--- src/rtl/clk_div_bank.sv ---
// clk_div_bank: bank of integer clock-enable dividers sharing one glitch-free ratio update slot
module clk_div_bank #(
   parameter int NUM_CH      = 2,
   parameter int CNT_W       = 8,
   parameter int DEFAULT_DIV = 4,
   localparam int CH_W       = (NUM_CH > 1) ? $clog2(NUM_CH) : 1
) (
   input  logic              clk,
   input  logic              rst_n,
   input  logic              cfg_valid,
   output logic              cfg_ready,
   input  logic [CH_W-1:0]   cfg_ch,
   input  logic [CNT_W-1:0]  cfg_div,
   input  logic              restart,
   output logic [NUM_CH-1:0] div_out,
   output logic [NUM_CH-1:0] tick
);
   localparam logic [CNT_W-1:0] DEF_DIV = CNT_W'(DEFAULT_DIV);
   localparam logic [CH_W:0]    CH_LIM  = (CH_W+1)'(NUM_CH);

   logic [CNT_W-1:0]  cnt [NUM_CH];
   logic [CNT_W-1:0]  div [NUM_CH];
   logic              pend;
   logic [CH_W-1:0]   pend_ch;
   logic [CNT_W-1:0]  pend_div;
   logic              take;
   logic [NUM_CH-1:0] hit;

   // the slot being empty is the only thing that gates acceptance
   assign cfg_ready = !pend;
   // out-of-range indices are accepted but never reach the slot or a channel
   assign take = cfg_valid && cfg_ready && ({1'b0, cfg_ch} < CH_LIM);

   for (genvar i = 0; i < NUM_CH; i++) begin : g_ch
      logic [CNT_W-1:0] d;
      logic             own_new;
      logic             own_pend;
      // ratios 0 and 1 both collapse to divide-by-1
      assign d        = (div[i] == '0) ? CNT_W'(1) : div[i];
      assign tick[i]  = cnt[i] == d - CNT_W'(1);
      // one extra bit so that (255+1)>>1 does not wrap
      assign div_out[i] = {1'b0, cnt[i]} < (({1'b0, d} + (CNT_W+1)'(1)) >> 1);
      assign own_new  = take && (cfg_ch == CH_W'(i));
      assign own_pend = pend && (pend_ch == CH_W'(i));
      assign hit[i]   = own_pend && tick[i];
      // counter and ratio; a pending ratio lands only on the wrap edge or on restart
      always_ff @(posedge clk or negedge rst_n) begin
         if (!rst_n) begin
            cnt[i] <= '0;
            div[i] <= DEF_DIV;
         end else if (restart) begin
            cnt[i] <= '0;
            if (own_new)
               div[i] <= cfg_div;
            else if (own_pend)
               div[i] <= pend_div;
         end else if (tick[i]) begin
            cnt[i] <= '0;
            if (own_pend)
               div[i] <= pend_div;
         end else begin
            cnt[i] <= cnt[i] + CNT_W'(1);
         end
      end
   end

   // single pending-update slot; restart drains it, a target wrap consumes it
   always_ff @(posedge clk or negedge rst_n) begin
      if (!rst_n) begin
         pend     <= 1'b0;
         pend_ch  <= '0;
         pend_div <= '0;
      end else if (restart) begin
         pend <= 1'b0;
      end else if (pend) begin
         if (|hit)
            pend <= 1'b0;
      end else if (take) begin
         pend     <= 1'b1;
         pend_ch  <= cfg_ch;
         pend_div <= cfg_div;
      end
   end
endmodule

--- config.mk ---
export PLATFORM = sky130hd
export DESIGN_NAME = clk_div_bank
export DESIGN_NICKNAME = d
export VERILOG_FILES = /design/src/rtl/clk_div_bank.sv
export SDC_FILE = /design/constraint.sdc
export NUM_CORES = 1
export LEC_CHECK = 0
export CORE_ASPECT_RATIO = 1.75
export CORE_MARGIN = 3
export CORE_UTILIZATION = 57
export CTS_CLUSTER_SIZE = 14
export DETAILED_ROUTE_END_ITERATION = 8
export GPL_TIMING_DRIVEN = 0
export PLACE_DENSITY = 0.82
export SYNTH_ARGS = -nofsm -noshare
export SYNTH_HDL_FRONTEND = slang
export SYNTH_SLANG_ARGS = --single-unit
--- constraint.sdc ---
create_clock -name clk -period 8.2 [get_ports clk]
set_input_delay 1.64 -clock clk [delete_from_list [all_inputs] [get_ports clk]]
set_output_delay 1.64 -clock clk [all_outputs]
set_load 0.02 [all_outputs]
# Word-level counts from Yosys, hierarchy flattened
# Index checks and enable logic that the tools add are counted.
# op_classes
eq_ne	2
muxes	18
n_addsub	6
bitwise_logic	4
order_cmp	2
reduce_logical	14
# ops
op	count
$mux W8	14
$add A8 B1 Y9 const B	2
$add A8 B1 Y8 const B	2
$eq A8 B8 Y1	2
$logic_not A8 Y1	2
$lt A8 B8 Y1	2
$sub A8 B1 Y8 const B	2
$logic_and A1 B1 Y1	7
$mux W1	4
$not A1 Y1	4
$reduce_bool A2 Y1	2
$reduce_and A3 Y1	1
$reduce_or A2 Y1	1
$logic_not A1 Y1	1
# totals
reg_bits	42
input_bits	13
word_cells	53
output_inout_bits	5

# Longest topological paths before layout
# Gate-level depths: netlist of the first run.
# depth
word_depth	9
ltp_mapped	11
mapped_depth_nobuf	9

# Worst setup path after synthesis of the first run
# No wires, ideal clock.
# synth_path
kind	register to output
startpoint	reg div[5] (netlist name)
endpoint	out tick[1]
stages_incl_launch_ff	10
path_buffers	1
setup_slack_ns	3.387
t_required_ns	6.560
t_arrival_ns	3.173
path_cell_list	dfrtp_1 > clkbuf_1 > nor4_4 > a21oi_1 > ha_1 > nor2b_1 > or3_1 > a31oi_1 > nand2_1 > nor4bb_1
# synth_between
elab_chain_len	4
# synth_rtl
item	line_no	text
start, declared	22	logic [CNT_W-1:0] div [NUM_CH];
start signal, assigned by index	54	div[i] <= cfg_div;
start signal, assigned by index	56	div[i] <= pend_div;
start signal, assigned by index	60	div[i] <= pend_div;
$logic_not A8 Y1	39	assign d = (div[i] == '0) ? CNT_W'(1) : div[i];
$mux W8 *	39	
$sub A8 B1 Y8 *	40	assign tick[i] = cnt[i] == d - CNT_W'(1);
$eq A8 B8 Y1 *	40	
end, declared	16	output logic [NUM_CH-1:0] tick
# Every way passes the cells marked *; elsewhere a longest branch is shown, timed or not.

# Final worst setup path of the first run
# Same ends and word-level chain as after synthesis.

==> results of run 1 <==
layout by cell type (no fill, tap or decap), drive strengths merged, types with 3 or more instances in the layout:
cell type,n
xor2,20
a21o,7
clkbuf,19
clkdlybuf4s50,15
nor2,29
nand2,24
and2,3
o22ai,17
or2,8
dfrtp,40
a2bb2oi,8
o221ai,8
inv,9
nor2b,3
mux2,10
nor4,4
a31oi,4
o21ai,5
mux2i,9
ha,18
nor3,6
nand4,6
xnor2,17
a21oi,4
nand2b,6
buf,8
nand3,23
and3,11
critical path, delay by kind of cell, from the launching register on:
| kind | cells | cell delay [ns] |
|---|---|---|
| flops | 1 | 0.36 |
| fa+ha+maj | 1 | 0.30 |
| buf+inv | 2 | 0.90 |
| compound gates | 2 | 0.86 |
| simple gates | 5 | 1.53 |
cell type report:
cell class                 instances  area, sq um  share of cell area
clock buffer                       5         68.8              0.0196
tap                               74         92.6              0.0264
multi-input combinational        275         1970               0.563
sequential                        42         1050               0.301
inverter                           9         33.8             0.00964
buffer                            20         87.6              0.0250
timing repair buffer              17          175              0.0500
clock inverter                     3         21.3             0.00607
path summary, 6_finish.rpt:
check / from / end / depth (start not counted)
min: pend_div[2]$_DFFE_PN0P_ / pend_div[2]$_DFFE_PN0P_ / 1
max reg2reg: div[5]$_DFFE_PN0P_ / div[7]$_DFFE_PN0P_ / 11
min in group asynchronous: rst_n / cnt[3]$_DFF_PN0_ / 1
max: div[5]$_DFFE_PN0P_ / tick[1] / 10
max in group asynchronous: rst_n / div[10]$_DFFE_PN1P_ / 2
min reg2reg: pend_div[2]$_DFFE_PN0P_ / pend_div[2]$_DFFE_PN0P_ / 1
routing by layer:
metal,vias up,GRT usage
met5,-,0
met4,0,0.109
met3,30,0.0281
met2,76,0.467
met1,1354,0.257
li1,1311,-
kinds of logic (layout without fill, tap and decap cells):
family / after synthesis / count (layout) / synth area share
AND/OR/NAND/NOR: 132 / 132 / 0.220
buffers and inverters: 29 / 54 / 0.0386
flip-flops: 42 / 42 / 0.335
XOR/XNOR: 37 / 37 / 0.103
multiplexers: 19 / 19 / 0.0644
AO/OA/AOI/OAI: 69 / 69 / 0.168
adder cells (fa/ha/maj): 18 / 18 / 0.0716
metrics by stage:
stage          setup slack (ns)  utilization  instances  power [mW]  hold WS (ns)
4_1_cts                    2.33        0.661        445        1.05         0.548
6_report                   2.31        0.661        445        1.05         0.549
2_1_floorplan              3.39            -        346       0.766         0.505
3_3_place_gp               2.73        0.641        436       0.887         0.516
5_1_grt                    2.07        0.661        445        1.13         0.562
3_5_place_dp               2.68        0.644        437       0.911         0.530
power by group through the flow:
stage          combinational, mW  sequential, mW  clock [mW]
4_1_cts                    0.601           0.309       0.138
3_3_place_gp               0.577           0.310           0
2_1_floorplan              0.470           0.296           0
5_1_grt                    0.671           0.318       0.146
6_report                   0.603           0.312       0.136
3_5_place_dp               0.598           0.313           0
flip-flops by register name, summed over array words and instances (netlist names):
register  flops
pend_ch       1
pend_div      8
div          16
cnt          16
pend          1
==> summary.md, run 1 <==
| Metric | Value |
|---|---|
| Outcome | finished clean |
| Total of max-cap violations | 0 |
| Wire length per cell | between 15 and 20 um |
| Nets | about 400 |
| Register area share after synthesis | 0.335 |
| 1st-iter DRT viols | between 100 and 150 |
| Cells after synthesis | roughly 350 |
| # setup viols final | 0 |
| Crit path cell chain | clkbuf_1 > nor4_4 > a21oi_1 > ha_1 > nor2b_1 > or3_1 > a31oi_1 > nand2_1 > nor4bb_1 > clkdlybuf4s50_1 |
| Crit path arrival time | between 4 and 5 ns |
| Die Wd | ~62 um |
| M1 wire length | approximately 2800 um |
| Max Freq | roughly 0.17 GHz |
| First-pass GRT wire length | approximately 13000 um |
| Skew-Pair Late Insertion Delay | around 0.3 ns |
| Hold Buf Count CTS | 0 |
| CP max-delay cell | a31oi_1 |
| # fillers | between 400 and 500 |
| Static Leakage | about 1.5 nW |
| Most frequent cell after synthesis | dfrtp_1 |
| Switching Share | 0.440 |
| Number of synthesized flops with an enable pin | 0 |
| Worst-margin pin slew | between 0.8 and 0.9 ns |
| Overall Global Routing Usage | 0.242 |
| First drt pass iteration count | 4 |
| Synth cell types | between 50 and 60 |
| Initial Utilization | 0.594 |
| Largest fanout on the critical path | 10 |
| Power Dens Cells | approximately 300 nW/um^2 |
| Port Buf Inserts | 16 |
| Area post-placement | 3410 sq um |
| RSZ-0062 raised after global routing | no |
| DRC | 0 |
| Routability cong. | 0.904 |
| TritonCTS Buffers | 5 |
| Worst-path clk slew | approximately 0.09 ns |
| Post-CTS Setup Inserts | 0 |
| Routed wl met3 | about 210 um |
| Largest net degree at the start of global routing | 39 |
| Hold WC Path Type | reg2reg |
| Mean Syn Cell Area | 9.09 sq um |
| Worst Skew | 0.0141 ns |
| Via/cell ratio | between 6 and 7 |
| Switching power of the nets | approximately 0.46 mW |
| Final setup TNS | 0 ns |
| Synth Flop Type | dfrtp_1 |
| Total grt overflow | 0 |
| Clock power share | 0.130 |
| Sequential share of power | 0.297 |
| Initial antenna violation count | 0 |
| Crit path time final | 5.89 ns |
| CTS Root Cell | clkbuf_8 |
| Asr flop ratio synth | 1.00 |
| Period utilization | 0.718 |
| Slew Limit Fails | 0 |
| Site Rows | 35 |
| Slew headroom | 0.428 |
| DIE AREA | roughly 6500 sq um |
| TritonCTS clock tree | built |
| Int Pwr | about 0.59 mW |
| Post-CTS Resized | 0 |
| Detailed placer's ending HPWL | roughly 5700 um |
| Vias in the first global route | 2826 |
| Chip height | 104 um |
| Synth warn | 0 |
| Proportion of layout cells with a drive suffix above 1 | 0.108 |
| Comb pwr share | 0.574 |
| Worst setup SP type | register |
| CTS H-tree depth | 2 |
| Worst-case vdd ir drop | 0.208 mV |
| Met2 WL | 4100 um |
| Drt total wl | 7450 um |
| Post-synth top cells | dfrtp_1 (40), nor2_1 (29), nand2_1 (24), nand3_1 (23), xor2_1 (20) |
| Reg-to-reg slack, setup | around 4.6 ns |
| Clock sinks | 42 |
| Synth area leaders | dfrtp_1 (32%), ha_1 (7.2%), xor2_1 (5.6%) |
| Post-synth top area share | 0.318 |
| Synthesized cell area | 3150 sq um |
| Crit path largest cell delay | ~0.71 ns |
| Max Buffers Root-to-Sink | 2 |
| Post-synth top area cell | dfrtp_1 |
| Core area | roughly 5300 sq um |
| DR top layer | met4 |
| Hold Violations, Final | 0 |
| Required time of the critical path | approximately 6.6 ns |
| CP Class | reg2out |
| Synth-to-layout area growth | 11.4% |
| DR vias | 2771 |
| Syn_nets | about 380 |
| Synthesis-stage register bit count | 42 |
| # IOs | 18 |
| Crit path capture type | primary output |
| Antenna Violating Nets Remaining | 0 |
| Ant. Diodes | 0 |
| Design area | 3500 sq um |
No activity file was read; power rests on OpenSTA's default activity.
==> inputs of run 2 (changes only) <==
- CORE_UTILIZATION: 57 -> 54
- PLACE_DENSITY: 0.82 -> 0.81
- clock period: 8.2 -> 4.72 ns (I/O delays scaled with it)
==> run 2 against run 1 <==
Compared with the run above: register-to-register slack got worse by 3.2 ns; sequential share of layout area decreased by 0.40 points; core utilization decreased by 2.5 points; power increased by 79%; routed wire length increased by 0.76%; largest power group unchanged; clock skew decreased by 0.0046 ns.
==> summary.md, run 2 (synthesized netlist as in run 1, its figures left out) <==
| Metric | Value |
|---|---|
| Worst-case vdd ir drop | 0.317 mV |
| Setup WS pre-CTS | -0.116 ns |
| First drt pass iteration count | 5 |
| Crit path time final | ~4.6 ns |
| CP Class | reg2out |
| Hold WC Path Type | in2async |
| Setup ws final | around 0.16 ns |
| Initial Utilization | 0.563 |
| Via/cell ratio | 6.15 |
| Detailed placer's ending HPWL | slightly below 6000 um |
| Routability cong. | around 0.94 |
| Slew headroom | 0.449 |
| R2R depth | 11 |
| Chip height | between 100 and 150 um |
| TritonCTS clock tree | built |
| Power Dens Cells | around 530 nW/um^2 |
| Outcome | finished clean |
| Slew Limit Fails | 0 |
| Largest net degree at the start of global routing | 34 |
| Clock sinks | 42 |
| Max Buffers Root-to-Sink | 2 |
| Synth-to-layout area growth | 12.9% |
| Fin util | 0.636 |
| Static Leakage | between 1.5 and 2 nW |
| Design area | 3550 sq um |
| Crit path arrival time | approximately 3.6 ns |
| Regs by FF count | cnt: 16 flops, div: 16 flops, pend_div: 8 flops |
| # setup viols final | 0 |
| Ant. Diodes | 0 |
| Worst-path clk slew | 0.09 ns |
| Die Wd | approximately 64 um |
| Required time of the critical path | about 3.8 ns |
| First-pass GRT wire length | between 10000 and 15000 um |
| Site Rows | 36 |
| Worst setup startpoint | div[13]$_DFFE_PN0P_ |
| CTS H-tree depth | 2 |
| Drt total wl | around 7500 um |
| Crit path capture type | primary output |
| Antenna Violating Nets Remaining | 0 |
| 1st-iter DRT viols | 189 |
| Commonest non-fill, non-tap cell in the layout | dfrtp_1 |
| Worst Skew | ~0.0095 ns |
| Total of max-cap violations | 0 |
| Hold Violations, Final | 0 |
| Crit path largest cell delay | 0.60 ns |
| Proportion of layout cells with a drive suffix above 1 | 0.113 |
| Nets | between 400 and 500 |
| TritonCTS Buffers | 5 |
| Hold Slack | 0.501 ns |
| Worst r2r src | div[13]$_DFFE_PN0P_ |
| Core area | approximately 5600 sq um |
| Most frequent cells in the layout | dfrtp_1 (40), nor2_1 (29), nand2_1 (24) |
| Total grt overflow | 0 |
| Largest fanout on the critical path | 10 |
| DRC | 0 |
| Overall Global Routing Usage | 0.241 |
| Wire length per cell | between 15 and 20 um |
| Area post-placement | between 3000 and 4000 sq um |
| Period utilization | 0.965 |
| Port Buf Inserts | 16 |
| Max Freq | around 0.22 GHz |
| Hold Buf Count CTS | 0 |
| DR vias | 2749 |
| Vias in the first global route | 2883 |
| Worst-margin pin slew | ~0.8 ns |
| Worst setup SP type | register |
| DIE AREA | 6810 sq um |
| CP max-delay cell | clkdlybuf4s50_1 |
| CTS Root Cell | clkbuf_8 |
| Initial antenna violation count | 0 |
| # IOs | 18 |
| Crit path cell chain | clkbuf_1 > nor4_2 > a21oi_1 > ha_1 > nor3b_2 > mux2_2 > o22ai_1 > or2_2 > and3_1 > clkdlybuf4s50_1 |
| Skew-Pair Late Insertion Delay | 0.30 ns |
run 2: final cells by class:
class	instances	area (sq um)
flip-flops and latches	42	1050
clock buffers	6	72.6
repair buffers	17	174
plain buffers	20	87.6
clock inverters	2	37.5
well taps	76	95.1
inverters	9	33.8
multi-input cells	275	2000
fillers	517	2030
run 2: path summary, 6_finish.rpt:
path / to / slack [ns]
min in group clk: pend_div[2]$_DFFE_PN0P_ / 0.55
min reg2reg: pend_div[2]$_DFFE_PN0P_ / 0.55
max in group asynchronous: div[2]$_DFFE_PN1P_ / 3.71
max reg2reg: div[14]$_DFFE_PN0P_ / 1.37
min: div[7]$_DFFE_PN0P_ / 0.50
max: tick[0] / 0.16
run 2: metal layers:
metal	GRT usage	wire, um	up-vias
li1	-	-	1313
met1	0.247	2760	1334
met2	0.468	4280	81
met3	0.0304	216	21
met4	0.114	252	0
met5	0	0	-
run 2: repair_timing:
item	4_1_cts	5_1_grt
setup endpoints to repair	1	3
gates resized for setup	3	2
pin swaps	0	1
gates cloned	0	0
buffers inserted	0	0
run 2: where the power goes:
group / internal, mW / total (mW) / switching (mW)
Combinational: 0.476 / 1.06 / 0.582
Clock: 0.158 / 0.286 / 0.128
Sequential: 0.451 / 0.537 / 0.0864
Total: 1.08 / 1.88 / 0.797
run 2: worst max-delay path: cells and delay by family (launching register included):
family                   cells  cell delay, ns
buffers and inverters        2            1.00
multiplexers                 1            0.38
AND/OR/NAND/NOR              4            0.83
AO/OA/AOI/OAI                2            0.52
flip-flops                   1            0.33
adder cells (fa/ha/maj)      1            0.24
run 2: stage by stage:
stage	total power, mW	std cells	setup TNS, ns
finish	1.88	447	0
global route	2.04	447	-0.00729
CTS	1.88	447	0
detailed placement	1.57	439	-0.116
global placement	1.53	438	-0.0807
floorplan	1.33	346	0
